**config.mk**
```make
export PLATFORM = sky130hd
export DESIGN_NAME = frog_game_state
export DESIGN_NICKNAME = d
export VERILOG_FILES = /design/src/rtl/frog_game_state.sv
export SDC_FILE = /design/constraint.sdc
export NUM_CORES = 1
export LEC_CHECK = 0
export BUFFER_PORTS_ARGS = -buffer_cell sky130_fd_sc_hd__buf_2
export CORE_MARGIN = 1
export CORE_UTILIZATION = 46
export CTS_CLUSTER_SIZE = 40
export DETAILED_ROUTE_END_ITERATION = 8
export GPL_TIMING_DRIVEN = 0
export PLACE_DENSITY = 0.91
export SLEW_MARGIN = 30
export SYNTH_ARGS = -nofsm -noshare
export SYNTH_HDL_FRONTEND = slang
export SYNTH_SLANG_ARGS = --single-unit
```
**constraint.sdc**
```tcl
create_clock -name CLK -period 4.36 [get_ports CLK]
set_clock_uncertainty 0.1 [all_clocks]
set_input_delay 0.654 -clock CLK [delete_from_list [all_inputs] [get_ports CLK]]
set_output_delay 0.654 -clock CLK [all_outputs]
set_load 0.1 [all_outputs]
```
**src/rtl/frog_game_state.sv**
```systemverilog
// frog_game_state: once per video frame, scan the four car rectangles against
// the player rectangle, then run the play / hit / win / game-over flow.
// Outputs are lives, level, collide and a one-cycle respawn pulse.
// Optional feature macro: FROG_GAME_INVULN_EN. When it is defined, each respawn
// gives INVULN_FRAMES frames of invulnerability against collisions.
module frog_game_state #(
  parameter int PLAYER_W      = 16,
  parameter int PLAYER_H      = 16,
  parameter int CAR_W         = 32,
  parameter int CAR_H         = 16,
  parameter int LIVES         = 3,
  parameter int GOAL_Y        = 288,
  parameter int PAUSE_FRAMES  = 60,
  parameter int INVULN_FRAMES = 90
) (
  input  logic        CLK,
  input  logic        RST_N,
  input  logic        frame_tick,
  input  logic        start,
  input  logic [9:0]  player_x,
  input  logic [9:0]  player_y,
  input  logic [39:0] car_x_all,
  input  logic [39:0] car_y_all,
  output logic [2:0]  state,
  output logic [1:0]  lives,
  output logic [3:0]  level,
  output logic        respawn,
  output logic        collide,
  output logic        invuln
);

  localparam logic [2:0] S_IDLE = 3'd0;
  localparam logic [2:0] S_PLAY = 3'd1;
  localparam logic [2:0] S_HIT  = 3'd2;
  localparam logic [2:0] S_WIN  = 3'd3;
  localparam logic [2:0] S_OVER = 3'd4;

  // One width serves both frame counters (pause and invulnerability).
  localparam int FRAME_MAX = (PAUSE_FRAMES > INVULN_FRAMES) ? PAUSE_FRAMES : INVULN_FRAMES;
  localparam int CNT_W     = $clog2(FRAME_MAX + 1);

  logic [2:0]       r_state;
  logic [1:0]       r_lives;
  logic [3:0]       r_level;
  logic             r_respawn;
  logic             r_collide;
  logic             r_start_q;
  logic             r_scan_busy;
  logic [1:0]       r_scan_idx;
  logic             r_scan_acc;
  logic [CNT_W-1:0] r_pause_cnt;

  logic [2:0]       w_state_nxt;
  logic [1:0]       w_lives_nxt;
  logic [3:0]       w_level_nxt;
  logic             w_enter_play;
  logic             w_new_game;
  logic             w_go_hit;
  logic             w_go_win;
  logic             w_start_edge;
  logic             w_scan_done;
  logic             w_scan_hit;
  logic             w_pause_end;
  logic             w_overlap;
  logic [9:0]       w_cx;
  logic [9:0]       w_cy;
  logic             w_invuln;

  assign w_start_edge = start & ~r_start_q;
  assign w_scan_done  = r_scan_busy && (r_scan_idx == 2'd3);
  assign w_scan_hit   = r_scan_acc | w_overlap;
  assign w_pause_end  = frame_tick && (r_pause_cnt == CNT_W'(PAUSE_FRAMES - 1));

  // Select the car under test and check rectangle overlap in 11 bits (no wrap at 1023).
  always_comb begin
    w_cx = car_x_all[9:0];
    w_cy = car_y_all[9:0];
    case (r_scan_idx)
      2'd1:    begin w_cx = car_x_all[19:10]; w_cy = car_y_all[19:10]; end
      2'd2:    begin w_cx = car_x_all[29:20]; w_cy = car_y_all[29:20]; end
      2'd3:    begin w_cx = car_x_all[39:30]; w_cy = car_y_all[39:30]; end
      default: begin w_cx = car_x_all[9:0];   w_cy = car_y_all[9:0];   end
    endcase
    w_overlap = ({1'b0, player_x} < ({1'b0, w_cx} + 11'(CAR_W)))    &&
                ({1'b0, w_cx}     < ({1'b0, player_x} + 11'(PLAYER_W))) &&
                ({1'b0, player_y} < ({1'b0, w_cy} + 11'(CAR_H)))    &&
                ({1'b0, w_cy}     < ({1'b0, player_y} + 11'(PLAYER_H)));
  end

  // Register the start button for rising-edge detection.
  always_ff @(posedge CLK or negedge RST_N) begin
    if (!RST_N) r_start_q <= 1'b0;
    else        r_start_q <= start;
  end

  // Four-cycle car scan launched by frame_tick in PLAY; ticks during a scan are dropped.
  always_ff @(posedge CLK or negedge RST_N) begin
    if (!RST_N) begin
      r_scan_busy <= 1'b0;
      r_scan_idx  <= 2'd0;
      r_scan_acc  <= 1'b0;
    end else if (r_scan_busy) begin
      r_scan_acc <= w_scan_hit;
      r_scan_idx <= r_scan_idx + 2'd1;
      if (r_scan_idx == 2'd3) r_scan_busy <= 1'b0;
    end else if (frame_tick && (r_state == S_PLAY)) begin
      r_scan_busy <= 1'b1;
      r_scan_idx  <= 2'd0;
      r_scan_acc  <= 1'b0;
    end
  end

`ifdef FROG_GAME_INVULN_EN
  logic [CNT_W-1:0] r_inv_cnt;
  logic             r_invuln;

  // Invulnerability window: reload on respawn, count frames in PLAY, flag trails counter by a cycle.
  always_ff @(posedge CLK or negedge RST_N) begin
    if (!RST_N) begin
      r_inv_cnt <= '0;
      r_invuln  <= 1'b0;
    end else if (w_enter_play) begin
      r_inv_cnt <= CNT_W'(INVULN_FRAMES);
      r_invuln  <= 1'b1;
    end else begin
      if (frame_tick && (r_state == S_PLAY) && (r_inv_cnt != '0))
        r_inv_cnt <= r_inv_cnt - CNT_W'(1);
      r_invuln <= (r_inv_cnt != '0);
    end
  end

  assign w_invuln = r_invuln;
`else
  assign w_invuln = 1'b0;
`endif

  // State register.
  always_ff @(posedge CLK or negedge RST_N) begin
    if (!RST_N) r_state <= S_IDLE;
    else        r_state <= w_state_nxt;
  end

  // Next-state logic; collision outranks reaching the goal.
  always_comb begin
    w_state_nxt  = r_state;
    w_enter_play = 1'b0;
    w_new_game   = 1'b0;
    w_go_hit     = 1'b0;
    w_go_win     = 1'b0;
    case (r_state)
      S_IDLE, S_OVER: begin
        if (w_start_edge) begin
          w_state_nxt  = S_PLAY;
          w_enter_play = 1'b1;
          w_new_game   = 1'b1;
        end
      end
      S_PLAY: begin
        if (w_scan_done) begin
          if (w_scan_hit && !w_invuln) begin
            w_state_nxt = S_HIT;
            w_go_hit    = 1'b1;
          end else if (player_y <= 10'(GOAL_Y)) begin
            w_state_nxt = S_WIN;
            w_go_win    = 1'b1;
          end
        end
      end
      S_HIT: begin
        if (w_pause_end) begin
          if (r_lives == 2'd0) begin
            w_state_nxt = S_OVER;
          end else begin
            w_state_nxt  = S_PLAY;
            w_enter_play = 1'b1;
          end
        end
      end
      S_WIN: begin
        if (w_pause_end) begin
          w_state_nxt  = S_PLAY;
          w_enter_play = 1'b1;
        end
      end
      default: w_state_nxt = S_IDLE;
    endcase
  end

  // Output logic: next lives and level for the transition being taken.
  always_comb begin
    w_lives_nxt = r_lives;
    w_level_nxt = r_level;
    if (w_new_game) begin
      w_lives_nxt = 2'(LIVES);
      w_level_nxt = 4'd0;
    end else if (w_go_hit) begin
      w_lives_nxt = r_lives - 2'd1;
    end else if (w_go_win && (r_level != 4'd15)) begin
      w_level_nxt = r_level + 4'd1;
    end
  end

  // Registered game outputs: lives, level, respawn pulse, last scan result.
  always_ff @(posedge CLK or negedge RST_N) begin
    if (!RST_N) begin
      r_lives   <= 2'(LIVES);
      r_level   <= 4'd0;
      r_respawn <= 1'b0;
      r_collide <= 1'b0;
    end else begin
      r_lives   <= w_lives_nxt;
      r_level   <= w_level_nxt;
      r_respawn <= w_enter_play;
      if (w_scan_done) r_collide <= w_scan_hit;
    end
  end

  // Pause counter counts frame ticks in HIT/WIN and clears on every state change.
  always_ff @(posedge CLK or negedge RST_N) begin
    if (!RST_N)
      r_pause_cnt <= '0;
    else if (w_state_nxt != r_state)
      r_pause_cnt <= '0;
    else if (((r_state == S_HIT) || (r_state == S_WIN)) && frame_tick)
      r_pause_cnt <= r_pause_cnt + CNT_W'(1);
  end

  assign state   = r_state;
  assign lives   = r_lives;
  assign level   = r_level;
  assign respawn = r_respawn;
  assign collide = r_collide;
  assign invuln  = w_invuln;

endmodule

```
==> impl_metrics.tcl <==
set metrics [dict create \
    outcome "finished, violations left" \
    violations "negative setup slack" \
    hpwl_um 7180 \
    grt_first_pass_wirelength_um 13500 \
    first_iter_violations 216 \
    timing.final.crit_share_pct 103 \
    timing.critical_path.buf_inv 2 \
    cp-start-kind "flip-flop" \
    worst_path_dominant_cell_family "compound AO/OA/AOI/OAI gates" \
    setup.worst_path.end_class "flip-flop" \
    grt_pass1_vias 3146 \
    p_sw_mw 1.39 \
    critPathRequiredTime_ps 4430 \
    fin_worst_hold_slack_ps 253 \
    clkPwrFrac_pct 4.8 \
    die_h_um 82.7 \
    critical_path_class "reg -> reg" \
    max_stage_delay_ps 500 \
    netlist_instances 358 \
    slew_headroom_pct 37.9 \
    diodes 0 \
    coreArea_sq_um 6310 \
    slew_viol_final 0 \
    combPwrFrac_pct 81.8 \
    clock-sinks 23 \
    cts_tree "yes" \
    antenna_found_initial 0 \
    synth_area_sq_um 3000 \
    setup_tns_ps -787 \
    dr.pass1.iters 6 \
    clk_path_buf_depth 2 \
    async_reset_ff_share_pct 100 \
    cts_root_buf "clkbuf_8" \
    slowest_stage "or4_1" \
    synth_area_per_cell_sq_um 8.37 \
    drc 0 \
    ys_top_cells_by_area "ha_1, dfrtp_1, mux2i_1" \
    ant_nets 0 \
    synth-compound-area-share_pct 21.5 \
    hold_viol 0 \
    setup_viol 13 \
    stdcell_count 568 \
    area_growth_pct 34.5 \
    synthXorXnorAreaFrac_pct 6.14 \
    ys_types 57 \
    htreeDepth 1 \
    cp_data_arrival_time_ps 4580 \
    hold_class "in -> async" \
    cp_max_fo 8 \
    p_sw_share_pct 51.7 \
    start_util_pct 47.5 \
    synth.area.mux_share_pct 8.64 \
    drive_above_1_share_pct 36.7 \
    fp.dieArea_sq_um 6840 \
    cap_violations 0 \
    cpMostUsedCell "ha_4" \
    syn_nets 510 \
    synth_edf_count 0 \
    fin_crit_ps 4510 \
    cts-buffers-inserted 3 \
    grt_max_degree 24 \
    synth-seq-cells 23 \
    die_w_um 82.7 \
    p_leak_nw 2.07 \
    synth-simple-area-share_pct 16.9 \
    wl_per_cell_um 16.8 \
    ir_drop_uv 700 \
    synth_top_area_share_pct 20.0 \
    yosysWarnings 0 \
    track_usage_pct 25.8 \
    post-synth-top-count-cell "ha_1" \
    synth_flop_cell "dfrtp_1" \
    max_freq_mhz 222 \
    rsz0062_at_grt "yes" \
    num_io_pins 116 \
    yosys.area_share.adder_pct 20.0 \
    ys_top_cells_by_count "ha_1, inv_1, nand2_1" \
    fp-row-count 29 \
    avgViaCountPerCell 5.87 \
    port_buffers 114 \
    synth_top_family_by_area "compound AO/OA/AOI/OAI gates" \
    num_vias 3335 \
    clkLatencyLatePin_ps 260 \
    crit_chain "ha_4 -> buf_12 -> buf_8 -> a222oi_1 -> mux2i_4 -> ha_4 -> nand4_1 -> o41ai_4 -> xnor2_1 -> ha_1 -> nand3_2 -> nor3_1 -> or4_1 -> o221a_1 -> a311oi_4 -> a21oi_4 -> and3_4 -> a311oi_2" \
    gp_congestion 0.977 \
    overflow 0 \
    preCtsSetupSlack_ps -979 \
    tightest_slew_ps 926 \
    cell_internal_pwr_mw 1.30 \
    final_critical_path_setup_slack_ps -146 \
    yosys.area.top_type "ha_1" \
    layout.nets 644 \
    drt_wl_total_um 9560 \
    post-place-cells 549 \
    clkTransAtPathRegs_ps 80 \
    p_per_area_nw_per_um2 668 \
    seq_power_share_pct 13.3 \
    seq_area_frac_synth_pct 19.3 \
]
## sequential cells by signal, summed over array words and instances, names as in the netlist
name         cells
r_pause_cnt      7
level            4
state            3
lives            2
r_scan_idx       2
collide          1
r_scan_acc       1
r_scan_busy      1
r_start_q        1
respawn          1
## path summary, 6_finish.rpt
path                       cells after the start                      start                         end  slack, ps
max in group asynchronous                      1                      RST_N   r_scan_idx[1]$_DFFE_PN0P_       3530
min in group CLK                               1                      start         r_start_q$_DFF_PN0_        410
setup reg to reg                              18  r_scan_idx[1]$_DFFE_PN0P_        level[3]$_DFFE_PN0P_       -150
hold reg to reg                                1        collide$_DFFE_PN0P_         collide$_DFFE_PN0P_        410
hold / removal                                 1                      RST_N  r_pause_cnt[0]$_DFFE_PN0P_        250
setup / recovery                              18  r_scan_idx[1]$_DFFE_PN0P_        level[3]$_DFFE_PN0P_       -150
## stage by stage
step / instance area (sq um) / total power [mW] / utilization (%)
after CTS: 3870 / 2.51 / 61.4
after global placement: 3670 / 2.10 / 58.1
after floorplan: 3000 / 1.77 / -
final: 4030 / 2.69 / 63.9
after global routing: 4030 / 2.91 / 63.9
after detailed placement: 3670 / 2.20 / 58.1
## cell type report
type                    count  area, sq um
fillers                   550         2280
multi-input cells         283         2340
well taps                  77         96.3
clock buffers               3         41.3
plain buffers              10          115
flip-flops and latches     23          581
repair buffers            130          703
clock inverters             1         5.00
inverters                  41          154
## cells in the final DEF (no fill, tap or decap), types with 8 or more instances in the layout
master	n
a22oi_1	9
xor2_1	12
nor2_1	21
mux2i_1	16
nand2_1	38
ha_1	44
o21ai_0	9
dfrtp_1	19
buf_2	114
xnor2_1	8
inv_1	39
a222oi_1	12
buf_4	16
nand3_1	21
a21oi_1	9
## power groups by stage
| stage | sequential [mW] | clock (mW) | combinational (mW) |
|---|---|---|---|
| 6_report | 0.360 | 0.130 | 2.20 |
| 5_1_grt | 0.369 | 0.144 | 2.40 |
| 4_1_cts | 0.353 | 0.134 | 2.02 |
| 3_5_place_dp | 0.350 | 0 | 1.85 |
| 3_3_place_gp | 0.343 | 0 | 1.76 |
| 2_1_floorplan | 0.512 | 0 | 1.26 |
## cells by family after synthesis
kind of cell	after synthesis
buffers and inverters	52
adders and majority gates	48
DFF	23
and+or+nand+nor	108
muxes	25
xor gates and xnor gates	21
other	1
AOI/OAI and AO/OA	80
## repair_timing
action | 4_1_cts | 5_1_grt
pin swaps | 10 | 14
setup buffers | 7 | 9
hold buffers | 0 | 0
resized for setup | 28 | 17
gates cloned | 0 | 0
setup endpoints to repair | 17 | 16
## per-layer routing
| layer | global-route usage [%] | routed length, um | share of wire (%) | vias up |
|---|---|---|---|---|
| li1 | - | - | - | 1577 |
| met1 | 28.5 | 3660 | 38 | 1575 |
| met2 | 49.5 | 4920 | 51 | 158 |
| met3 | 3.19 | 728 | 7.6 | 25 |
| met4 | 9.83 | 248 | 2.6 | 0 |
| met5 | 0 | 0 | 0 | - |
## worst reg2reg max path, stage by stage, from the launching register on
cell      delay, ps
dfrtp_2         470
ha_4            220
buf_12          140
buf_8           120
a222oi_1        440
mux2i_4         140
ha_4            190
nand4_1         130
o41ai_4         110
xnor2_1         150
ha_1            330
nand3_2          90
nor3_1           50
or4_1           500
o221a_1         270
a311oi_4        380
a21oi_4         160
and3_4          180
a311oi_2        260
Note: power is estimated with default switching activity, not from simulation.
